## src/rtl/adder_pkg.sv

```systemverilog
// -----------------------------------------------------------------------------
// adder_pkg
// Shared constants for the byte-serial 32-bit adder: slice geometry, FSM state
// encodings and a byte-select helper used to feed the shared adder slice.
// -----------------------------------------------------------------------------
package adder_pkg;

    localparam int SLICE_W = 8;
    localparam int NSLICE  = 4;
    localparam int DATA_W  = SLICE_W * NSLICE;

    localparam logic [1:0] S_IDLE = 2'd0;
    localparam logic [1:0] S_ADD  = 2'd1;
    localparam logic [1:0] S_DONE = 2'd2;

    // Select byte `sel` of a 32-bit word (byte 0 = bits 7:0).
    function automatic logic [SLICE_W-1:0] byte_of(input logic [DATA_W-1:0] word,
                                                    input logic [1:0]        sel);
        return word[{sel, 3'b000} +: SLICE_W];
    endfunction

endpackage

```

## src/rtl/byte_serial_adder32_rca8.sv

```systemverilog
// -----------------------------------------------------------------------------
// RCA8
// 8-bit ripple-carry adder slice, time-shared by byte_serial_adder32.
// Ports:
//   A_8, B_8 : 8-bit operands
//   Cin      : carry into bit 0
//   S_8      : 8-bit sum
//   Cout     : carry out of bit 7
// -----------------------------------------------------------------------------
module RCA8 (
    input  logic [7:0] A_8,
    input  logic [7:0] B_8,
    input  logic       Cin,
    output logic [7:0] S_8,
    output logic       Cout
);

    logic ripple;

    // The carry is carried through a single variable bit by bit, which keeps
    // the chain explicit as a ripple rather than a vector self-dependency.
    always_comb begin
        ripple = Cin;
        S_8    = '0;
        for (int i = 0; i < 8; i++) begin
            S_8[i] = A_8[i] ^ B_8[i] ^ ripple;
            ripple = (A_8[i] & B_8[i]) | (ripple & (A_8[i] ^ B_8[i]));
        end
        Cout = ripple;
    end

endmodule

```

## src/rtl/byte_serial_adder32.sv

```systemverilog
// -----------------------------------------------------------------------------
// byte_serial_adder32
// Byte-serial 32-bit adder: one shared 8-bit ripple slice processes one byte per
// cycle over four cycles, giving one result every five cycles.
//
// Build option:
//   BYTE_SERIAL_ADDER_OVF_EN  defined   -> signed overflow is computed and
//                                          registered when entering DONE.
//                             undefined -> overflow is tied to 0.
//
// Ports:
//   clk       : clock, rising edge
//   reset     : synchronous, active-high reset
//   start     : operation request, accepted in IDLE or DONE
//   augend    : operand A, captured on accepted start
//   addend    : operand B, captured on accepted start
//   cin       : carry into bit 0, captured on accepted start
//   busy      : high while a byte is being added
//   done      : one-cycle pulse, result valid
//   sum       : 32-bit result, holds until the next accepted start
//   cout      : carry out of bit 31
//   overflow  : signed two's-complement overflow
//
// state  | meaning
// -------+--------------------------------------------------------------
// IDLE   | waiting for start; outputs hold the last result
// ADD    | slice idx (0..3) being added and written into sum
// DONE   | result presented for one cycle; start chains a new operation
// 2'd3   | illegal; returns to IDLE on the next edge
// -----------------------------------------------------------------------------
module byte_serial_adder32
    import adder_pkg::*;
(
    input  logic              clk,
    input  logic              reset,
    input  logic              start,
    input  logic [DATA_W-1:0] augend,
    input  logic [DATA_W-1:0] addend,
    input  logic              cin,
    output logic              busy,
    output logic              done,
    output logic [DATA_W-1:0] sum,
    output logic              cout,
    output logic              overflow
);

    logic [1:0]         state;
    logic [1:0]         state_nxt;
    logic [1:0]         idx;
    logic               carry;
    logic [DATA_W-1:0]  a_q;
    logic [DATA_W-1:0]  b_q;

    logic [SLICE_W-1:0] slice_a;
    logic [SLICE_W-1:0] slice_b;
    logic [SLICE_W-1:0] slice_s;
    logic               slice_c;

    logic               accept;
    logic               last_byte;

    assign busy      = (state == S_ADD);
    assign done      = (state == S_DONE);
    assign accept    = start && ((state == S_IDLE) || (state == S_DONE));
    assign last_byte = (state == S_ADD) && (idx == 2'd3);

    assign slice_a = byte_of(a_q, idx);
    assign slice_b = byte_of(b_q, idx);

    RCA8 u_rca8 (
        .A_8  (slice_a),
        .B_8  (slice_b),
        .Cin  (carry),
        .S_8  (slice_s),
        .Cout (slice_c)
    );

    always_comb begin
        state_nxt = S_IDLE;
        case (state)
            S_IDLE:  state_nxt = start ? S_ADD : S_IDLE;
            S_ADD:   state_nxt = (idx == 2'd3) ? S_DONE : S_ADD;
            S_DONE:  state_nxt = start ? S_ADD : S_IDLE;
            default: state_nxt = S_IDLE;
        endcase
    end

    always_ff @(posedge clk) begin
        if (reset) begin
            state <= S_IDLE;
            idx   <= 2'd0;
            carry <= 1'b0;
            a_q   <= '0;
            b_q   <= '0;
            sum   <= '0;
            cout  <= 1'b0;
        end else begin
            state <= state_nxt;
            if (accept) begin
                a_q   <= augend;
                b_q   <= addend;
                carry <= cin;
                idx   <= 2'd0;
                sum   <= '0;
            end else if (state == S_ADD) begin
                sum[{idx, 3'b000} +: SLICE_W] <= slice_s;
                carry <= slice_c;
                idx   <= idx + 2'd1;
                if (last_byte) begin
                    cout <= slice_c;
                end
            end
        end
    end

`ifdef BYTE_SERIAL_ADDER_OVF_EN
    logic ovf_q;

    // The sign bit of the result is produced by the last slice in the same
    // cycle, so take it from the slice output rather than the sum register.
    always_ff @(posedge clk) begin
        if (reset) begin
            ovf_q <= 1'b0;
        end else if (last_byte) begin
            ovf_q <= (a_q[DATA_W-1] == b_q[DATA_W-1]) && (slice_s[SLICE_W-1] != a_q[DATA_W-1]);
        end
    end

    assign overflow = ovf_q;
`else
    assign overflow = 1'b0;
`endif

endmodule

```

## config.mk

```make
export PLATFORM = sky130hd
export DESIGN_NAME = byte_serial_adder32
export DESIGN_NICKNAME = d
export VERILOG_FILES = /design/src/rtl/adder_pkg.sv /design/src/rtl/byte_serial_adder32_rca8.sv /design/src/rtl/byte_serial_adder32.sv
export SDC_FILE = /design/constraint.sdc
export NUM_CORES = 1
export LEC_CHECK = 0
export ABC_AREA = 1
export CAP_MARGIN = 15
export CELL_PAD_IN_SITES_DETAIL_PLACEMENT = 2
export CELL_PAD_IN_SITES_GLOBAL_PLACEMENT = 2
export CORE_ASPECT_RATIO = 1.25
export CORE_UTILIZATION = 27
export CTS_BUF_LIST = sky130_fd_sc_hd__clkbuf_4 sky130_fd_sc_hd__clkbuf_8 sky130_fd_sc_hd__clkbuf_16
export CTS_CLUSTER_DIAMETER = 120
export DETAILED_ROUTE_END_ITERATION = 12
export PLACE_DENSITY_LB_ADDON = 0.1
export SETUP_SLACK_MARGIN = 0.02
export SLEW_MARGIN = 20
export SYNTH_ARGS = -nofsm -noshare
export SYNTH_HDL_FRONTEND = slang
export SYNTH_SLANG_ARGS = --single-unit
```

## constraint.sdc

```tcl
create_clock -name clk -period 5.4 [get_ports clk]
set_input_delay 1.08 -clock clk [delete_from_list [all_inputs] [get_ports clk]]
set_output_delay 1.08 -clock clk [all_outputs]
set_load 0.05 [all_outputs]
```

==> results.txt <==
The run finished with clean final reports. The number of buffers on the longest clock path is 2. The total power density per cell area is about 290 nW/µm².

Of all nets on the critical path, the largest fanout is 40. Once detail routing completed, the nets flagged for antenna violations numbered 0. The post-CTS clock slew at the launch and capture registers of the worst setup and hold paths came out at 0.07 ns. The cell area after synthesis came out at 4530 µm². The die covers about 17000 µm².

The max-slew violation total from the final report came out at 0. In this run the tool buffered the top-level ports with approximately 100 buffer cells. Dividing the final minimum period by the clock period gives 92.0%. The number of library cell types mapped by synthesis came out at 26. nor2_1 is the most common cell in the netlist. The highest metal layer carrying signal wires in the routed design is met4. Setup repair after global routing left no endpoint under its margin. The initial DRC count came out at 133. The critical path is of the flip-flop to flip-flop type. The worst hold path belongs to the class flip-flop to flip-flop. The number of failing setup endpoints in the final timing report came out at 0. The finished layout holds a little over 900 standard cells, fillers aside.

Timing would allow up to 201 MHz. The congestion estimate from routability-driven global placement came to 0.775. For the pin with the worst max-slew slack, the measured transition is ~0.8 ns.

The layout cell share with drive strength beyond 1 is roughly 4.7%. The routed metal-1 wirelength came out at ~6200 µm. The total iterations of the first detailed-routing run came out at 6. The number of antenna violations at the first check in global routing came out at 0. The die span in y is ~150 µm. The count of warnings emitted by yosys is 0.

The clock tree from TritonCTS is done. The average footprint of a synthesized cell is about 7.2 µm². The cell taking the most area after synthesis is dfxtp_1. The setup slack of the critical path after layout is 0.430 ns. Summed over all layers, the global routing overflow is 0.

Counting every sink on the clock net gives 102. Summed over all failing endpoints, the final setup total negative slack is 0 ns. The element type at the critical path end is a flip-flop. The initialized floorplan defines 52 standard-cell rows. The number of buffers added for setup after CTS is 0. The count of H-tree levels built during CTS came out at 3.

The net count reported at finish is 796. The synthesized net count came out at 711. The worst clock skew on the final layout is between 0.007 and 0.008 ns.

The per-cell via count in the routed design is around 4.7. For this run, design rule violations remaining after detail routing come to 0. The number of diodes is 0. The sum of net half-perimeters after detailed placement came out at about 12000 µm. The relative max-transition margin came out at 46.9%. The routed length on met2 came out at between 8000 and 9000 µm. The leakage power summed over all cells is ~2.4 nW. The number of flops mapped to enable cells by yosys is 0. The gate count of the mapped netlist is around 630. The cell at the root of the clock tree is clkbuf_16. The total count of hold-check failures in the final report came out at 0. Max-cap violations in this run came to 0.

In this run the biggest area consumer among cell types represents 45.0% of the synthesized area. The area of the placeable core came out at 16300 µm². The worst-skew pair later-pin latency came out at around 0.35 ns. The detailed-route via count is 4400.

By area the synthesized netlist is led by dfxtp_1 45%, nor2_1 16%, o21ai_0 12%, a21oi_1 5.7%, nand2_1 4.6%. The required time at the worst-slack endpoint is ~5.6 ns. Timing analysis after detailed placement gives a worst setup slack of 0.493 ns. Dividing the detail-routed wire length by the instance count gives roughly 16 µm.

The data arrival time at the worst-slack endpoint came out at 5.20 ns. The wire length of the first global-routing pass came out at between 20000 and 30000 µm. In the synthesized netlist the dominant register cell turns out to be dfxtp_1. For this run, the total global-route usage over all layers was measured as 18.9%. After synthesis the netlist holds a flip-flop and latch count of roughly 100.

The effective utilization at floorplan came out at 27.8%. The sum of met3 wire segment lengths after detailed routing came out at approximately 340 µm. The area growth from synthesis to layout is 31.9%.

For this design the top-level I/O count stands at between 100 and 150. STA classifies the critical path startpoint as a flip-flop. For this design, the CTS-stage hold fixing added 0 buffers. Sorting the synthesized cells by how often they occur yields 188 x nor2_1, 112 x o21ai_0, 102 x dfxtp_1, 55 x nand2_1, 52 x a21oi_1. Entering global routing, the biggest net connects 56 pins. The sequential cell area fraction in the yosys report came out at between 40% and 50%. The minimum period implied by the final worst setup slack came out at roughly 5.0 ns. The number of buffers created by CTS came out at 9. Including well taps, the total number of placed cells is slightly above 900.

In this run, post-CTS repair resized a total of 0 instances. The sum of routed wire length over all layers is 15400 µm. The floorplan step set the die width to about 120 µm. The number of global-route vias before repair came to between 4000 and 5000. The layout has slightly below 2000 filler cells.

The maximum VDD drop is ~130 µV. Counting flops with an async set or reset pin after synthesis yields a share of 0%.
metal layers:
metal	global-route usage, %	up-vias
met5	0	-
met4	8.46	0
met3	2.17	20
met2	36.3	82
met1	20.5	2117
li1	-	2181
per-stage QoR:
stage          util [%]  area, µm²  hold slack (ns)  total power (W)
4_1_cts            36.6       5980            0.456          0.00178
3_5_place_dp       34.9       5700            0.447          0.00115
5_1_grt            36.6       5980            0.481          0.00185
2_1_floorplan         -       4530            0.424          0.00101
6_report           36.6       5980            0.454          0.00176
3_3_place_gp       34.9       5700            0.438          0.00114
sequential cells by signal, summed over array words and instances, names as in the netlist:
| signal | flops |
|---|---|
| cout | 1 |
| state | 2 |
| carry | 1 |
| idx | 2 |
| b_q | 32 |
| sum | 32 |
| a_q | 32 |
worst paths after layout:
path	start	endpoint	slack, ns	depth (start not counted)
setup / recovery	idx[0]	sum[15]	0.43	20
hold / removal	a_q[6]	a_q[6]	0.45	2
setup reg to reg	idx[0]	sum[15]	0.43	20
hold reg to reg	a_q[6]	a_q[6]	0.45	2
cell families (layout without fill, tap and decap cells):
group | after synthesis | count (layout) | share of synthesized area, %
buf+inv | 80 | 170 | 7.97
compound gates | 169 | 169 | 18.8
simple gates | 263 | 263 | 22.9
other cells | 1 | 1 | 0.0827
flops | 102 | 102 | 45.0
fa+ha+maj | 14 | 14 | 5.19
critical path, cell delays in order (launching register included):
cell	delay [ns]
dfxtp_2	0.54
buf_4	0.31
o21ai_0	0.25
a21oi_1	0.13
fa_1	0.40
fa_1	0.41
fa_1	0.42
fa_1	0.41
fa_1	0.38
inv_1	0.09
fa_1	0.16
inv_1	0.05
fa_1	0.36
inv_1	0.09
fa_1	0.45
inv_1	0.08
nor2_1	0.06
nand2_1	0.08
nor2_1	0.05
nor2_1	0.10
nor2_1	0.04
cells in the final DEF, fill, tap and decap left out, drive strengths merged:
| cell | instances |
|---|---|
| buf | 8 |
| o21a | 1 |
| dfxtp | 102 |
| ha | 6 |
| clkinv | 4 |
| o21ai | 112 |
| nand4 | 1 |
| clkinvlp | 2 |
| conb | 1 |
| fa | 8 |
| clkbuf | 12 |
| inv | 42 |
| clkdlybuf4s50 | 102 |
| nor2 | 192 |
| nor3 | 1 |
| o22ai | 4 |
| nand3 | 13 |
| a21oi | 52 |
| nand2 | 56 |
power breakdown:
group,switching [W],internal (W)
Clock,0.000294,0.000337
Combinational,0.000178,0.000117
Sequential,0.0000320,0.000798
Total,0.000504,0.00125
layout make-up:
type / instances / area (µm²) / area share, %
tap: 216 / 270 / 4.52
inverter: 44 / 165 / 2.76
sequential: 102 / 2040 / 34.2
clock buffer: 12 / 254 / 4.25
multi-input combinational: 447 / 2140 / 35.7
timing repair buffer: 110 / 1080 / 18.1
clock inverter: 4 / 32.5 / 0.544
Note: power is estimated with default switching activity, not from simulation.
